$ cat config.mk
export PLATFORM = sky130hd
export DESIGN_NAME = mem_agent_axi_multi
export DESIGN_NICKNAME = d
export VERILOG_FILES = /design/src/rtl/mem_agent_pkg.sv /design/src/rtl/mem_agent_pattern_gen.sv /design/src/rtl/mem_agent_axi_multi.sv
export SDC_FILE = /design/constraint.sdc
export NUM_CORES = 1
export LEC_CHECK = 0
export CORE_MARGIN = 5
export CORE_UTILIZATION = 43
export CTS_CLUSTER_SIZE = 14
export DETAILED_ROUTE_END_ITERATION = 12
export PLACE_DENSITY = 0.78
export SKIP_LAST_GASP = 1
export SLEW_MARGIN = 0
export SYNTH_ARGS = -nofsm -noshare
export SYNTH_HDL_FRONTEND = slang
export SYNTH_HIERARCHICAL = 1
export SYNTH_SLANG_ARGS = --single-unit
$ cat constraint.sdc
create_clock -name ACLK -period 2.3 [get_ports ACLK]
set_clock_uncertainty 0.05 [all_clocks]
set_input_delay 0.23 -clock ACLK [delete_from_list [all_inputs] [get_ports ACLK]]
set_output_delay 0.23 -clock ACLK [all_outputs]
set_load 0.02 [all_outputs]
$ cat src/rtl/mem_agent_pkg.sv
// mem_agent_pkg: shared types and constants for the AXI4 memory exerciser.
//   state_t        - top-level FSM encoding
//   RESP_OKAY      - AXI OKAY response code
//   BURST_INCR     - AXI INCR burst type
//   CACHE_DEFAULT  - AxCACHE value (normal, non-cacheable, bufferable)
//   LFSR_POLY      - Galois LFSR feedback taps for the optional LFSR pattern
//   lfsr_next()    - one right-shifting Galois LFSR step
//   sat_inc16()    - saturating 16-bit increment for the error counter
package mem_agent_pkg;

    typedef enum logic [2:0] {
        S_IDLE = 3'd0,
        S_AW   = 3'd1,
        S_W    = 3'd2,
        S_B    = 3'd3,
        S_AR   = 3'd4,
        S_R    = 3'd5,
        S_DONE = 3'd6
    } state_t;

    localparam logic [1:0]  RESP_OKAY     = 2'b00;
    localparam logic [1:0]  BURST_INCR    = 2'b01;
    localparam logic [3:0]  CACHE_DEFAULT = 4'b0011;
    localparam logic [31:0] LFSR_POLY     = 32'h8020_0003;

    function automatic logic [31:0] lfsr_next(input logic [31:0] x);
        return x[0] ? ((x >> 1) ^ LFSR_POLY) : (x >> 1);
    endfunction

    function automatic logic [15:0] sat_inc16(input logic [15:0] v);
        return (v == 16'hFFFF) ? v : v + 16'd1;
    endfunction

endpackage

$ cat src/rtl/mem_agent_pattern_gen.sv
// mem_agent_pattern_gen: deterministic per-beat data pattern source.
// Optional feature macro: MEM_AGENT_LFSR_EN (LFSR pattern instead of seed+k).
// Ports:
//   clk_i, rst_i  - clock, asynchronous active-high reset
//   load_i        - restart the sequence from seed_i
//   adv_i         - step to the next beat's word
//   seed_i[31:0]  - sequence seed
//   data_o        - current 32-bit word replicated across DATA_W
module mem_agent_pattern_gen
    import mem_agent_pkg::*;
#(
    parameter int DATA_W = 64
) (
    input  logic              clk_i,
    input  logic              rst_i,
    input  logic              load_i,
    input  logic              adv_i,
    input  logic [31:0]       seed_i,
    output logic [DATA_W-1:0] data_o
);

    logic [31:0] word_q, word_d;

    always_comb begin
        word_d = word_q;
`ifdef MEM_AGENT_LFSR_EN
        // An all-zero state would lock the LFSR, so seed 0 starts at 1.
        if (load_i)     word_d = (seed_i == 32'd0) ? 32'd1 : seed_i;
        else if (adv_i) word_d = lfsr_next(word_q);
`else
        if (load_i)     word_d = seed_i;
        else if (adv_i) word_d = word_q + 32'd1;
`endif
    end

    always_ff @(posedge clk_i or posedge rst_i) begin
        if (rst_i) word_q <= '0;
        else       word_q <= word_d;
    end

    assign data_o = {(DATA_W/32){word_q}};

endmodule

$ cat src/rtl/mem_agent_axi_multi.sv
// mem_agent_axi_multi: AXI4 master memory exerciser. On start it writes
// NUM_BURSTS INCR bursts of a deterministic pattern from BASE_ADDR, reads the
// region back and counts mismatching or erroring beats.
// Optional feature macro: MEM_AGENT_LFSR_EN (selects LFSR data pattern).
// Ports:
//   ACLK, ARESET        - clock, asynchronous active-high reset
//   M_AXI_AW*/W*/B*     - AXI4 write address/data/response channels
//   M_AXI_AR*/R*        - AXI4 read address/data channels
//   start_in            - start pulse, accepted only when idle
//   rd_only_in          - sampled at start; skip the write phase
//   seed_in             - pattern seed, sampled at start
//   busy_out            - pass in progress
//   done_out            - one-cycle end-of-pass pulse
//   pass_out            - no errors in the last pass; held until next start
//   err_cnt_out         - saturating error count
module mem_agent_axi_multi
    import mem_agent_pkg::*;
#(
    parameter int ADDR_W     = 32,
    parameter int DATA_W     = 64,
    parameter int ID_W       = 1,
    parameter int BURST_LEN  = 16,
    parameter int NUM_BURSTS = 4,
    parameter logic [ADDR_W-1:0] BASE_ADDR = 32'h1000_0000
) (
    input  logic                ACLK,
    input  logic                ARESET,
    output logic [ID_W-1:0]     M_AXI_AWID,
    output logic [ADDR_W-1:0]   M_AXI_AWADDR,
    output logic [7:0]          M_AXI_AWLEN,
    output logic [2:0]          M_AXI_AWSIZE,
    output logic [1:0]          M_AXI_AWBURST,
    output logic                M_AXI_AWLOCK,
    output logic [3:0]          M_AXI_AWCACHE,
    output logic [2:0]          M_AXI_AWPROT,
    output logic [3:0]          M_AXI_AWQOS,
    output logic                M_AXI_AWUSER,
    output logic                M_AXI_AWVALID,
    input  logic                M_AXI_AWREADY,
    output logic [DATA_W-1:0]   M_AXI_WDATA,
    output logic [DATA_W/8-1:0] M_AXI_WSTRB,
    output logic                M_AXI_WLAST,
    output logic                M_AXI_WUSER,
    output logic                M_AXI_WVALID,
    input  logic                M_AXI_WREADY,
    input  logic [ID_W-1:0]     M_AXI_BID,
    input  logic [1:0]          M_AXI_BRESP,
    input  logic                M_AXI_BUSER,
    input  logic                M_AXI_BVALID,
    output logic                M_AXI_BREADY,
    output logic [ID_W-1:0]     M_AXI_ARID,
    output logic [ADDR_W-1:0]   M_AXI_ARADDR,
    output logic [7:0]          M_AXI_ARLEN,
    output logic [2:0]          M_AXI_ARSIZE,
    output logic [1:0]          M_AXI_ARBURST,
    output logic                M_AXI_ARLOCK,
    output logic [3:0]          M_AXI_ARCACHE,
    output logic [2:0]          M_AXI_ARPROT,
    output logic [3:0]          M_AXI_ARQOS,
    output logic                M_AXI_ARUSER,
    output logic                M_AXI_ARVALID,
    input  logic                M_AXI_ARREADY,
    input  logic [ID_W-1:0]     M_AXI_RID,
    input  logic [DATA_W-1:0]   M_AXI_RDATA,
    input  logic [1:0]          M_AXI_RRESP,
    input  logic                M_AXI_RLAST,
    input  logic                M_AXI_RUSER,
    input  logic                M_AXI_RVALID,
    output logic                M_AXI_RREADY,
    input  logic                start_in,
    input  logic                rd_only_in,
    input  logic [31:0]         seed_in,
    output logic                busy_out,
    output logic                done_out,
    output logic                pass_out,
    output logic [15:0]         err_cnt_out
);

    localparam int                BW          = $clog2(BURST_LEN + 1);
    localparam logic [BW-1:0]     LAST_BEAT   = BW'(BURST_LEN - 1);
    localparam logic [15:0]       LAST_BURST  = 16'(NUM_BURSTS - 1);
    localparam logic [ADDR_W-1:0] BURST_BYTES = ADDR_W'(BURST_LEN * DATA_W / 8);
    localparam logic [7:0]        AX_LEN      = 8'(BURST_LEN - 1);
    localparam logic [2:0]        AX_SIZE     = 3'($clog2(DATA_W / 8));

    state_t            state_q, state_d;
    logic [BW-1:0]     beat_q, beat_d;
    logic [15:0]       burst_q, burst_d;
    logic [ADDR_W-1:0] off_q, off_d;     // running burst offset, replaces b*BURST_BYTES
    logic [15:0]       err_q, err_d;
    logic              pass_q, pass_d;

    logic              pat_load, wr_adv, rd_adv, rd_bad;
    logic [DATA_W-1:0] wr_pat, rd_exp;

    // Sideband inputs carry nothing this agent acts on.
    logic unused_sideband;
    assign unused_sideband = ^{M_AXI_BID, M_AXI_BUSER, M_AXI_RID, M_AXI_RUSER};

    // Both generators reload from the same seed at start, so the read-back
    // expectation restarts the sequence the write phase produced.
    mem_agent_pattern_gen #(.DATA_W(DATA_W)) u_wr_pat (
        .clk_i(ACLK), .rst_i(ARESET), .load_i(pat_load), .adv_i(wr_adv),
        .seed_i(seed_in), .data_o(wr_pat)
    );

    mem_agent_pattern_gen #(.DATA_W(DATA_W)) u_rd_pat (
        .clk_i(ACLK), .rst_i(ARESET), .load_i(pat_load), .adv_i(rd_adv),
        .seed_i(seed_in), .data_o(rd_exp)
    );

    // Several faults on one beat still count once.
    assign rd_bad = (M_AXI_RDATA != rd_exp) || (M_AXI_RRESP != RESP_OKAY) ||
                    (M_AXI_RLAST != (beat_q == LAST_BEAT));

    always_ff @(posedge ACLK or posedge ARESET) begin
        if (ARESET) begin
            state_q <= S_IDLE;
            beat_q  <= '0;
            burst_q <= '0;
            off_q   <= '0;
            err_q   <= '0;
            pass_q  <= 1'b0;
        end else begin
            state_q <= state_d;
            beat_q  <= beat_d;
            burst_q <= burst_d;
            off_q   <= off_d;
            err_q   <= err_d;
            pass_q  <= pass_d;
        end
    end

    always_comb begin
        state_d  = state_q;
        beat_d   = beat_q;
        burst_d  = burst_q;
        off_d    = off_q;
        err_d    = err_q;
        pass_d   = pass_q;
        pat_load = 1'b0;
        wr_adv   = 1'b0;
        rd_adv   = 1'b0;
        case (state_q)
            S_IDLE: begin
                if (start_in) begin
                    pat_load = 1'b1;
                    err_d    = '0;
                    pass_d   = 1'b0;
                    beat_d   = '0;
                    burst_d  = '0;
                    off_d    = '0;
                    // Mode only steers this branch, so it needs no register.
                    state_d  = rd_only_in ? S_AR : S_AW;
                end
            end
            S_AW: if (M_AXI_AWREADY) state_d = S_W;
            S_W: begin
                if (M_AXI_WREADY) begin
                    wr_adv = 1'b1;
                    if (beat_q == LAST_BEAT) begin
                        beat_d  = '0;
                        state_d = S_B;
                    end else begin
                        beat_d = beat_q + BW'(1);
                    end
                end
            end
            S_B: begin
                if (M_AXI_BVALID) begin
                    if (M_AXI_BRESP != RESP_OKAY) err_d = sat_inc16(err_q);
                    if (burst_q == LAST_BURST) begin
                        burst_d = '0;
                        off_d   = '0;
                        state_d = S_AR;
                    end else begin
                        burst_d = burst_q + 16'd1;
                        off_d   = off_q + BURST_BYTES;
                        state_d = S_AW;
                    end
                end
            end
            S_AR: if (M_AXI_ARREADY) state_d = S_R;
            S_R: begin
                if (M_AXI_RVALID) begin
                    rd_adv = 1'b1;
                    if (rd_bad) err_d = sat_inc16(err_q);
                    // Burst length is ours, not the slave's RLAST.
                    if (beat_q == LAST_BEAT) begin
                        beat_d = '0;
                        if (burst_q == LAST_BURST) begin
                            state_d = S_DONE;
                        end else begin
                            burst_d = burst_q + 16'd1;
                            off_d   = off_q + BURST_BYTES;
                            state_d = S_AR;
                        end
                    end else begin
                        beat_d = beat_q + BW'(1);
                    end
                end
            end
            S_DONE: begin
                pass_d  = (err_q == 16'd0);
                state_d = S_IDLE;
            end
            default: state_d = S_IDLE;
        endcase
    end

    // Outputs decode from registered state so reset clears them at once.
    assign M_AXI_AWID    = '0;
    assign M_AXI_AWADDR  = (state_q == S_AW) ? BASE_ADDR + off_q : '0;
    assign M_AXI_AWLEN   = AX_LEN;
    assign M_AXI_AWSIZE  = AX_SIZE;
    assign M_AXI_AWBURST = BURST_INCR;
    assign M_AXI_AWLOCK  = 1'b0;
    assign M_AXI_AWCACHE = CACHE_DEFAULT;
    assign M_AXI_AWPROT  = '0;
    assign M_AXI_AWQOS   = '0;
    assign M_AXI_AWUSER  = 1'b0;
    assign M_AXI_AWVALID = (state_q == S_AW);

    assign M_AXI_WDATA   = (state_q == S_W) ? wr_pat : '0;
    assign M_AXI_WSTRB   = '1;
    assign M_AXI_WLAST   = (state_q == S_W) && (beat_q == LAST_BEAT);
    assign M_AXI_WUSER   = 1'b0;
    assign M_AXI_WVALID  = (state_q == S_W);
    assign M_AXI_BREADY  = (state_q == S_B);

    assign M_AXI_ARID    = '0;
    assign M_AXI_ARADDR  = (state_q == S_AR) ? BASE_ADDR + off_q : '0;
    assign M_AXI_ARLEN   = AX_LEN;
    assign M_AXI_ARSIZE  = AX_SIZE;
    assign M_AXI_ARBURST = BURST_INCR;
    assign M_AXI_ARLOCK  = 1'b0;
    assign M_AXI_ARCACHE = CACHE_DEFAULT;
    assign M_AXI_ARPROT  = '0;
    assign M_AXI_ARQOS   = '0;
    assign M_AXI_ARUSER  = 1'b0;
    assign M_AXI_ARVALID = (state_q == S_AR);
    assign M_AXI_RREADY  = (state_q == S_R);

    assign busy_out    = (state_q != S_IDLE);
    assign done_out    = (state_q == S_DONE);
    assign pass_out    = (state_q == S_DONE) ? (err_q == 16'd0) : pass_q;
    assign err_cnt_out = err_q;

endmodule

==> metrics.md, run 1 <==
| Metric | Value |
|---|---|
| Outcome | `complete, but fails checks` |
| Violations in the final reports | `negative setup slack` |
| Layout Nets | `1646` |
| Top_reg_cell synth | `sky130_fd_sc_hd__dfrtp_1` |
| Share of the synthesized area in the top cell type | `between 30% and 40%` |
| Source-to-sink clock delay at the later pin of the worst-skew pair | `between 400 and 500 ps` |
| Post-CTS clock slew at the launch and capture registers of the worst setup and hold paths | `60 ps` |
| Kind of launch point of the worst setup path | `flip-flop` |
| Leftover overflow at the end of global routing | `0` |
| Average wire per standard cell | `approximately 19 um` |
| Library cell with the largest summed area after synthesis | `sky130_fd_sc_hd__dfrtp_1` |
| Delay contributed by the slowest stage of the critical path | `between 600 and 700 ps` |
| Drt first pass iters | `6` |
| Syn. warnings | `6` |
| Final HPWL from detailed placement | `roughly 26 mm` |
| Clock root cell | `sky130_fd_sc_hd__clkbuf_16` |
| Drc violations | `0` |
| Number of port buffers | `248` |
| Min-Delay Path Class | `input pin to asynchronous set/reset pin` |
| Sequential share of the synthesized area | `between 30% and 40%` |
| Critical Path End Type | `flip-flop` |
| Syn_area_per_cell | `between 8 and 9 um^2` |
| Hold buffers post-CTS | `0` |
| Starting Density | `43.42%` |
| Worst reg2reg path startpoint | `state_q[1]` |
| Post-Route WL | `~35 mm` |
| Die outline width | `approximately 160 um` |
| Worst R2R Setup Slack | `-70 ps` |
| First-pass GRT wire length | `51.69 mm` |
| Fraction of registers with async set/reset | `between 90% and 100%` |
| Post-route cell area | `roughly 0.014 mm^2` |
| Arrival time of data at the critical path endpoint | `2650 ps` |
| Num CTS Buffers | `17` |
| Remaining number of nets flagged by the antenna check after routing | `0` |
| Count of clock tree sinks | `130` |
| Achievable Freq | `between 0.4 and 0.5 GHz` |
| Vias after detailed routing | `roughly 10000` |
| Number of DRC violations after detailed-routing iteration 0 | `895` |
| Tightest slew margin relative to the limit | `between 60% and 70%` |
| Total of max-cap violations | `0` |
| R2r worst-path depth | `6` |
| Setup CP Type | `flip-flop to flip-flop` |
| Vias in the first global route | `approximately 9700` |
| Global placer's final weighted congestion | `slightly above 0.9` |
| Required time worst endpoint | `2580 ps` |
| Overall die area | `about 0.027 mm^2` |
| Synth area leaders | `sky130_fd_sc_hd__dfrtp_1 (32%), sky130_fd_sc_hd__buf_4 (11%), sky130_fd_sc_hd__and3_1 (6.1%), sky130_fd_sc_hd__xnor2_1 (4.7%), sky130_fd_sc_hd__xor2_1 (3.9%)` |
| Leakage Power | `between 0.006 and 0.007 uW` |
| Most common cell after layout, fill and taps aside | `sky130_fd_sc_hd__buf_4` |
| Final critical-path setup slack | `-67.16 ps` |
| Area taken by flip-flops and latches | `0.003259 mm^2` |
| Number of primary I/O pins | `330` |
| Fraction of final layout cells sized beyond drive strength 1 | `26.09%` |
| Post-placement cell area | `0.01316 mm^2` |
| Worst-margin pin slew | `about 510 ps` |
| Critical Path Start | `state_q[1]` |
| Final hold slack | `between 150 and 200 ps` |
| Number of distinct library cells after synthesis | `77` |
| Worst-path fanout max | `5` |
| Final count of hold timing violations | `0` |
| Critical R2R Capture | `u_rd_pat/word_q[18]` |
| Post-synth EDFFs | `0` |
| Vias per inst | `between 5 and 6` |
| CTS tree | `built` |
| Setup Viol. Count Final | `17` |
| Ordered list of cells on the worst path | `and4b_1 > buf_6 > nand3_4 > or4_2 > or3_2 > a31oi_1` |
| Number of H-tree levels | `4` |
| Maximum ir drop on the vdd rail | `between 0.0006 and 0.0007 V` |
| Number of antenna violations at the first check in global routing | `2` |
| Ratio of total power to cell area | `~1100 mW/mm^2` |
| Count of mapped cells out of synthesis | `about 1200` |
| Post-route minimum period | `about 2400 ps` |
| Pin count of the biggest net entering global routing | `65` |
| Cell area after synthesis | `0.01016 mm^2` |
| Layout area overhead | `37.67%` |
| Fin crit share | `102.9%` |
| Buffer depth of the longest clock path | `2` |
| Die extent in y | `163.7 um` |
| Number of rows in the core area | `56` |
| Master of the slowest instance on the critical path | `sky130_fd_sc_hd__or4_2` |
| Number of flip-flops and latches in the synthesized netlist | `130` |
| Top library cells by usage in the layout, fill and taps aside | `sky130_fd_sc_hd__buf_4 (138), sky130_fd_sc_hd__dfrtp_1 (125), sky130_fd_sc_hd__clkdlybuf4s50_1 (125), sky130_fd_sc_hd__and3_1 (96), sky130_fd_sc_hd__nor2_1 (89)` |
| All-layer global routing usage | `between 20% and 30%` |
| Area of combinational cells with multiple inputs | `around 0.006 mm^2` |
| Max-slew violation count | `0` |
| RSZ-0062 raised after global routing | `true` |
| Filler Cell Count | `approximately 2000` |
| Core area | `about 0.023 mm^2` |
-- stage by stage --
| stage | setup WS (ps) | util [%] | setup TNS [ps] | total power [uW] | std cells |
|---|---|---|---|---|---|
| 2_1_floorplan | -95.74 | - | -338.3 | 8768 | 1295 |
| 3_3_place_gp | -276.5 | 56.22 | -8083 | 11220 | 1800 |
| 3_5_place_dp | -331.2 | 56.22 | -10840 | 11430 | 1800 |
| 4_1_cts | -105.2 | 59.47 | -688.6 | 14210 | 1841 |
| 5_1_grt | -150.6 | 59.76 | -1995 | 15730 | 1856 |
| 6_report | -67.16 | 59.77 | -575.4 | 14870 | 1857 |
-- layout make-up --
type                    instances  share of cell area, %
diodes                          1                0.01789
clock buffers                  19                  3.095
clock inverters                13                 0.9839
inverters                      39                  1.064
multi-input cells             923                  42.72
flip-flops and latches        130                  23.30
well taps                     319                  2.853
repair buffers                413                  25.97
-- report_power, final --
group / internal (uW) / switching [uW] / leakage [uW]
clock: 1590 / 1060 / 0.000273
sequential: 2950 / 1030 / 0.00166
combinational: 3780 / 4460 / 0.00444
total: 8330 / 6540 / 0.00638
-- sequential cells by signal, summed over array words and instances, names as in the netlist --
name	flops
u_rd_pat/word_q	32
off_q	25
state_q	3
err_cnt_out	16
burst_q	16
beat_q	5
u_wr_pat/word_q	32
pass_q	1
-- metal layers --
| layer | global-route usage [%] | routed length (um) | up-vias |
|---|---|---|---|
| met5 | 0 | 27 | - |
| met1 | 32.75 | 14890 | 4926 |
| met4 | 7.091 | 598 | 4 |
| li1 | - | - | 4753 |
| met3 | 5.445 | 3197 | 50 |
| met2 | 39.21 | 16740 | 535 |
-- worst max-delay path: cells and delay by family, from the launching register on --
kind	cells	cell delay, ps
compound gates	1	200
buf+inv	1	140
flops	1	430
simple gates	4	1460
-- logic make-up (layout without fill, tap and decap cells) --
family,count (synthesis),after routing,share of synthesized area [%]
compound gates,184,184,12.08
simple gates,547,549,30.67
fa+ha+maj,8,8,0.9851
mux,5,5,0.4926
buf+inv,244,484,15.06
flops,130,130,32.02
xor+xnor,100,100,8.620
other cells,2,78,0.07391
-- what timing repair did --
item	CTS	global route
setup buffers	8	9
gates cloned	2	6
pin swaps	17	24
gates resized for setup	280	172
endpoints found under the setup margin	175	200
-- how the worst max path moves through the flow --
| stage | end | cells after the start |
|---|---|---|
| global placement | err_cnt_out[11] | 10 |
| detailed placement | err_cnt_out[4] | 10 |
| CTS | M_AXI_ARADDR[17] | 8 |
| finish | u_rd_pat/word_q[18] | 6 |
| floorplan | u_rd_pat/word_q[22] | 7 |
| global route | err_cnt_out[7] | 11 |
-- Yosys cell counts (all sizes together) (5+ instances only) --
cell and number:
and3 100, or2 5, nand2 89, nand4 42, and2 28, or4 39
inv 38, o31ai 33, ha 8, o21ai 65, o2111ai 5, xor2 45
nor4 16, nor3 11, mux2i 5, or3 12, and4 12, nor2 91
dfrtp 130, nand2b 19, clkbuf 39, nor2b 15, buf 166, xnor2 55
a21oi 10, o211ai 9, a31oi 32, nand3 60
Power figures use the tool's default switching activity.
==> run 2, diff against run 1 <==
--- a/config.mk
+++ b/config.mk
@@ -9,6 +9,7 @@
 export CORE_UTILIZATION = 43
 export CTS_CLUSTER_SIZE = 14
 export DETAILED_ROUTE_END_ITERATION = 12
+export HOLD_SLACK_MARGIN = 0.15
 export PLACE_DENSITY = 0.78
 export SKIP_LAST_GASP = 1
 export SLEW_MARGIN = 0
==> results of run 2 <==
Final layout, timing and power as in run 1 (identical DEF).
